### src/rtl/hazard_forward_unit.sv
// Forwarding selects and load-use/branch/freeze hazard control for the 5-stage MIPS pipeline.
// Optional performance counters are enabled with `define HAZARD_PERF_EN.
module hazard_forward_unit #(
  parameter int unsigned REG_ADDR_W   = 5,
  parameter int unsigned LOAD_BUBBLES = 1,
  parameter int unsigned CNT_W        = 4
) (
  input  logic                  clk,
  input  logic                  rst,
  input  logic [REG_ADDR_W-1:0] rs_id,
  input  logic [REG_ADDR_W-1:0] rt_id,
  input  logic                  rt_used_id,
  input  logic [REG_ADDR_W-1:0] rsEX,
  input  logic [REG_ADDR_W-1:0] rtEX,
  input  logic                  memReadEX,
  input  logic                  regWriteMEM,
  input  logic [REG_ADDR_W-1:0] rd_writeRegMEM,
  input  logic                  regWriteWB,
  input  logic [REG_ADDR_W-1:0] rd_writeRegWB,
  input  logic                  branch_taken_id,
  input  logic                  ext_freeze,
  output logic [1:0]            data1mux_sel,
  output logic [1:0]            data2mux_sel,
  output logic                  stall_pc,
  output logic                  stall_ifid,
  output logic                  flush_idex,
  output logic                  flush_ifid,
  output logic                  freeze_all
`ifdef HAZARD_PERF_EN
  ,
  output logic [31:0]           stall_cycles,
  output logic [31:0]           freeze_cycles
`endif
);

  localparam int unsigned BUBBLE_INIT = (LOAD_BUBBLES > 1) ? LOAD_BUBBLES - 2 : 0;
  localparam logic [1:0]  SEL_RF  = 2'b00;
  localparam logic [1:0]  SEL_WB  = 2'b01;
  localparam logic [1:0]  SEL_MEM = 2'b10;

  typedef enum logic {IDLE, BUBBLE} state_t;

  state_t           state_q, state_d;
  logic [CNT_W-1:0] cnt_q, cnt_d;
  logic             hazard;

  // MEM result is younger than WB, so it takes priority; register 0 is never forwarded.
  function automatic logic [1:0] fwd_sel(input logic [REG_ADDR_W-1:0] src);
    if (regWriteMEM && (rd_writeRegMEM != '0) && (rd_writeRegMEM == src)) return SEL_MEM;
    else if (regWriteWB && (rd_writeRegWB != '0) && (rd_writeRegWB == src)) return SEL_WB;
    else return SEL_RF;
  endfunction

  always_comb begin
    data1mux_sel = SEL_RF;
    data2mux_sel = SEL_RF;
    if (!rst) begin
      data1mux_sel = fwd_sel(rsEX);
      data2mux_sel = fwd_sel(rtEX);
    end
  end

  assign hazard = memReadEX && (rtEX != '0) &&
                  ((rtEX == rs_id) || (rt_used_id && (rtEX == rt_id)));

  always_ff @(posedge clk) begin
    if (rst) begin
      state_q <= IDLE;
      cnt_q   <= '0;
    end else begin
      state_q <= state_d;
      cnt_q   <= cnt_d;
    end
  end

  // Freeze overrides everything and holds the stall sequence in place.
  always_comb begin
    state_d    = state_q;
    cnt_d      = cnt_q;
    stall_pc   = 1'b0;
    stall_ifid = 1'b0;
    flush_idex = 1'b0;
    freeze_all = 1'b0;
    if (rst) begin
      state_d = IDLE;
      cnt_d   = '0;
    end else if (ext_freeze) begin
      freeze_all = 1'b1;
      stall_pc   = 1'b1;
      stall_ifid = 1'b1;
    end else begin
      case (state_q)
        IDLE: begin
          if (hazard) begin
            stall_pc   = 1'b1;
            stall_ifid = 1'b1;
            flush_idex = 1'b1;
            if (LOAD_BUBBLES > 1) begin
              state_d = BUBBLE;
              cnt_d   = CNT_W'(BUBBLE_INIT);
            end
          end
        end
        BUBBLE: begin
          stall_pc   = 1'b1;
          stall_ifid = 1'b1;
          flush_idex = 1'b1;
          if (cnt_q == '0) state_d = IDLE;
          else             cnt_d   = cnt_q - CNT_W'(1);
        end
        default: state_d = IDLE;
      endcase
    end
  end

  assign flush_ifid = !rst && !ext_freeze && branch_taken_id && !stall_pc;

`ifdef HAZARD_PERF_EN
  logic [31:0] stall_cycles_q, freeze_cycles_q;

  always_ff @(posedge clk) begin
    if (rst) begin
      stall_cycles_q  <= '0;
      freeze_cycles_q <= '0;
    end else begin
      if (flush_idex && (stall_cycles_q != '1))  stall_cycles_q  <= stall_cycles_q + 32'd1;
      if (freeze_all && (freeze_cycles_q != '1)) freeze_cycles_q <= freeze_cycles_q + 32'd1;
    end
  end

  assign stall_cycles  = stall_cycles_q;
  assign freeze_cycles = freeze_cycles_q;
`endif

endmodule

### config.mk
export PLATFORM = sky130hd
export DESIGN_NAME = hazard_forward_unit
export DESIGN_NICKNAME = d
export VERILOG_FILES = /design/src/rtl/hazard_forward_unit.sv
export SDC_FILE = /design/constraint.sdc
export NUM_CORES = 1
export LEC_CHECK = 0
export CAP_MARGIN = 25
export CORE_ASPECT_RATIO = 1.25
export CORE_UTILIZATION = 36
export DETAILED_ROUTE_END_ITERATION = 6
export GPL_ROUTABILITY_DRIVEN = 1
export PLACE_DENSITY = 0.83
export SLEW_MARGIN = 20
export SYNTH_ARGS = -nofsm -noshare
export SYNTH_HDL_FRONTEND = slang
export SYNTH_SLANG_ARGS = --single-unit
### constraint.sdc
create_clock -name clk -period 2.1 [get_ports clk]
set_input_delay 0.315 -clock clk [delete_from_list [all_inputs] [get_ports clk]]
set_output_delay 0.315 -clock clk [all_outputs]
set_load 0.01 [all_outputs]
==> results by group <==
Route
  – Number of detailed-route iterations in the first pass: 3
  – Final routed wire length divided by cell count: 13.7 µm
  – Overall routed net length: 2.54 mm
  – Total via count after detailed routing: 920
  – Drc violations: 0
  – Count of nets left with antenna violations after detail routing: 0
  – Number of vias per cell: 4.97
  – Initial DRC Count: 5

Placed design
  – Placed Instances: 175
  – Last weighted congestion value of the routability-driven placer: 0.817
  – DP HPWL: 1.98 mm
  – Cell Area, Placed: 1350 µm²
  – Post-placement setup slack: -0.787 ns
  – Count of port buffers added during placement: 46

Synth
  – Post-Synthesis Mean Instance Area: 7.78 µm²
  – Post-Synthesis Cells: 93
  – Portion of the post-synthesis area used by sequential elements: 13.8%
  – Count leader, synth: sky130_fd_sc_hd__xor2_1
  – Leading post-synthesis cells by cell area: sky130_fd_sc_hd__xor2_1 23%, sky130_fd_sc_hd__xnor2_1 17%, sky130_fd_sc_hd__dfxtp_1 14%
  – Net count after synthesis: 132
  – Share of Yosys cell area claimed by the top area cell type: 23.0%
  – Mapped Area: 723 µm²
  – Flops & latches, synth: 5
  – Fraction of registers with async set or reset after synthesis: 0%
  – Primary flip-flop cell chosen by synthesis mapping: sky130_fd_sc_hd__dfxtp_1
  – List of most frequent post-synthesis cells: 19 x sky130_fd_sc_hd__xor2_1, 14 x sky130_fd_sc_hd__xnor2_1, 7 x sky130_fd_sc_hd__nor2_1
  – EDFF count, synth: 0
  – Number of unique standard cell types used by synthesis: 27
  – Total of warnings raised by yosys: 0
  – Largest area contributor in the netlist: sky130_fd_sc_hd__xor2_1

Global route
  – Initial antenna violation count: 0
  – Met1 GRT Util: 20.7%
  – Congestion Overflow GR: 0
  – Met3 track utilization from global routing: 1.04%
  – Maximum number of pins on one net before global-route repair: 13
  – GRT Total Usage: 23.1%
  – First-pass GRT wire length: 3.91 mm
  – Met2 routing resource usage after global routing: 52.6%
  – Most Used Layer, Global Route: met2
  – Number of global-route vias before repair: 996

Min path
  – Class of the worst hold path: flip-flop to flip-flop
  – Endpoint of the worst hold path: state_q
  – Hold depth: 2
  – Hold wc startpoint: state_q

Clocking
  – CTS H-tree lvls: 1
  – Number of buffers inserted during clock tree synthesis: 3
  – Clock transition at the register clock pins on the worst setup and hold paths after CTS: 0.04 ns
  – CTS tree: yes
  – Buffer cell driving the clock tree root: sky130_fd_sc_hd__clkbuf_4
  – Largest buffer count on any clock path: 2
  – Clock latency on the worst-skew pair: 0.25 ns
  – Num Clock Sinks: 5

STA
  – Sum of negative setup slack: 0 ns
  – RSZ-0062 raised after global routing: yes
  – Worst-Margin Slew: 0.288 ns
  – Peak Freq: 0.483 GHz
  – Final Max Slew Viols: 0
  – Tightest slew margin relative to the limit: 80.6%
  – Min Clock Period, post-route: 2.07 ns
  – Post-layout worst setup margin: 0.0283 ns
  – Hold Violations, Final: 0
  – Endpoints failing setup: 0
  – Share of the clock period used by the worst path after layout: 98.7%
  – Worst Clk Skew: 0.00526 ns

Floorplanning
  – Height of the die: 52.1 µm
  – I/O Pins: 47
  – Number of rows in the core area: 17
  – Core Region: 1830 µm²
  – Full die area: 2190 µm²
  – Initial standard-cell utilization of the core: 39.5%
  – Horizontal die dimension: 42.1 µm

Setup path
  – Maximum net fanout on the critical path: 2
  – Worst reg2reg endpoint: cnt_q[1]
  – Number of cells traversed by the worst register-to-register path: 5
  – CP Launch Type: input pin
  – Type of the worst setup path: input pin to output pin
  – Endpoint required time on the critical path: 1.78 ns
  – Buffer and inverter count on the worst path: 4
  – Delay contributed by the slowest stage of the critical path: 0.54 ns
  – Critical path's slowest cell: sky130_fd_sc_hd__or4_4
  – Cell repeated most along the worst path: sky130_fd_sc_hd__buf_6
  – Reg2reg setup slack: 0.55 ns
  – Element type at the critical path end: output pin
  – Worst path arrival time: 1.76 ns
  – Critical-path cell list: buf_6 -> or4_4 -> o21ai_4 -> buf_6 -> buf_6 -> nor3_2 -> nor4_2 -> buf_2
  – Cell class contributing the biggest share of worst-path delay: simple AND/OR/NAND/NOR gates
  – Startpoint of the worst-slack reg-to-reg timing path: cnt_q[0]

Pwr
  – Standby leakage power: 0.000639 µW
  – Power density over cell area: 301 nW/µm²
  – Worst IR Drop VDD: 183 µV

Run
  – Count of max-cap constraint violations: 0

Cells and area
  – Area growth, synth to finish: 104%
  – Final Core Density: 80.6%
  – Share of cells above drive strength 1: 38.6%
  – Final instance count without filler cells: 185
  – Nets: 206
  – Number of antenna cells inserted: 0
  – Area of all placed cells without fillers: 1480 µm²
  – Final-layout fill cell count: 132

Run status
  – Outcome: finished, final reports clean
worst min-delay path, stage by stage, from the launching register on:
cell	delay [ns]
sky130_fd_sc_hd__dfxtp_1	0.32
sky130_fd_sc_hd__inv_1	0.08
sky130_fd_sc_hd__nor3_1	0.05
worst max-delay path by stage:
stage                           start               to  depth (start not counted)
finish              rd_writeRegMEM[1]  data1mux_sel[0]                          8
global route        rd_writeRegMEM[1]  data1mux_sel[0]                          8
CTS                  rd_writeRegWB[2]  data1mux_sel[0]                          6
detailed placement            rtEX[2]       stall_ifid                          6
global placement    rd_writeRegMEM[1]  data1mux_sel[0]                          6
floorplan                     rtEX[3]         stall_pc                          6
cell families after synthesis:
logic type	synth area share [%]
AND/OR/NAND/NOR	27.3
XOR/XNOR	40.0
buffers and inverters	6.40
AO/OA/AOI/OAI	10.7
flip-flops	13.8
adder cells (fa/ha/maj)	1.73
cell type report:
cell class,count,area (µm²),share of cell area [%]
timing repair buffer,76,644,43.7
clock buffer,4,26.3,1.78
sequential,5,100,6.79
tap,19,23.8,1.61
inverter,3,11.3,0.763
multi-input combinational,78,669,45.4
state kept, by name, summed over array words and instances, names as in the netlist:
register  count
state_q       1
cnt_q         4
cells in the final DEF (no fill, tap or decap), drive strengths merged, types with 2 or more instances in the layout:
cell,Yosys,final
buf,5,36
xor2,19,19
xnor2,14,14
clkdlybuf4s50,0,14
dlygate4sd2,0,14
clkbuf,2,8
nor2,7,7
nor3,7,7
clkdlybuf4s15,0,6
nand3,5,5
dfxtp,5,5
or4,4,4
nor4,4,4
inv,3,3
nand2,3,3
o21ai,3,3
nor2b,3,3
dlymetal6s2s,0,2
per-layer routing:
layer	up-vias	wire length (µm)	share of wire [%]
li1	464	-	-
met4	0	27	1.1
met2	30	1520	60
met1	422	906	36
met5	-	0	0
met3	4	82	3.2
report_power, final:
group          internal, µW  switching [µW]
Clock                  72.2            45.4
Combinational           135            97.0
Sequential             95.1               0
timing repair:
action                                  CTS  global route
hold endpoints to repair                  0             0
hold buffers                              0             0
endpoints found under the setup margin    8             6
buffers inserted                          4             2
resized for setup                        69            20
pin swaps                                11             4
metrics by stage:
| step | power, µW | hold WS (ns) |
|---|---|---|
| final | 445 | 0.498 |
| after global routing | 471 | 0.518 |
| after CTS | 433 | 0.500 |
| after detailed placement | 312 | 0.493 |
| after global placement | 305 | 0.487 |
| after floorplan | 177 | 0.460 |
(Power assumes the default switching activity.)
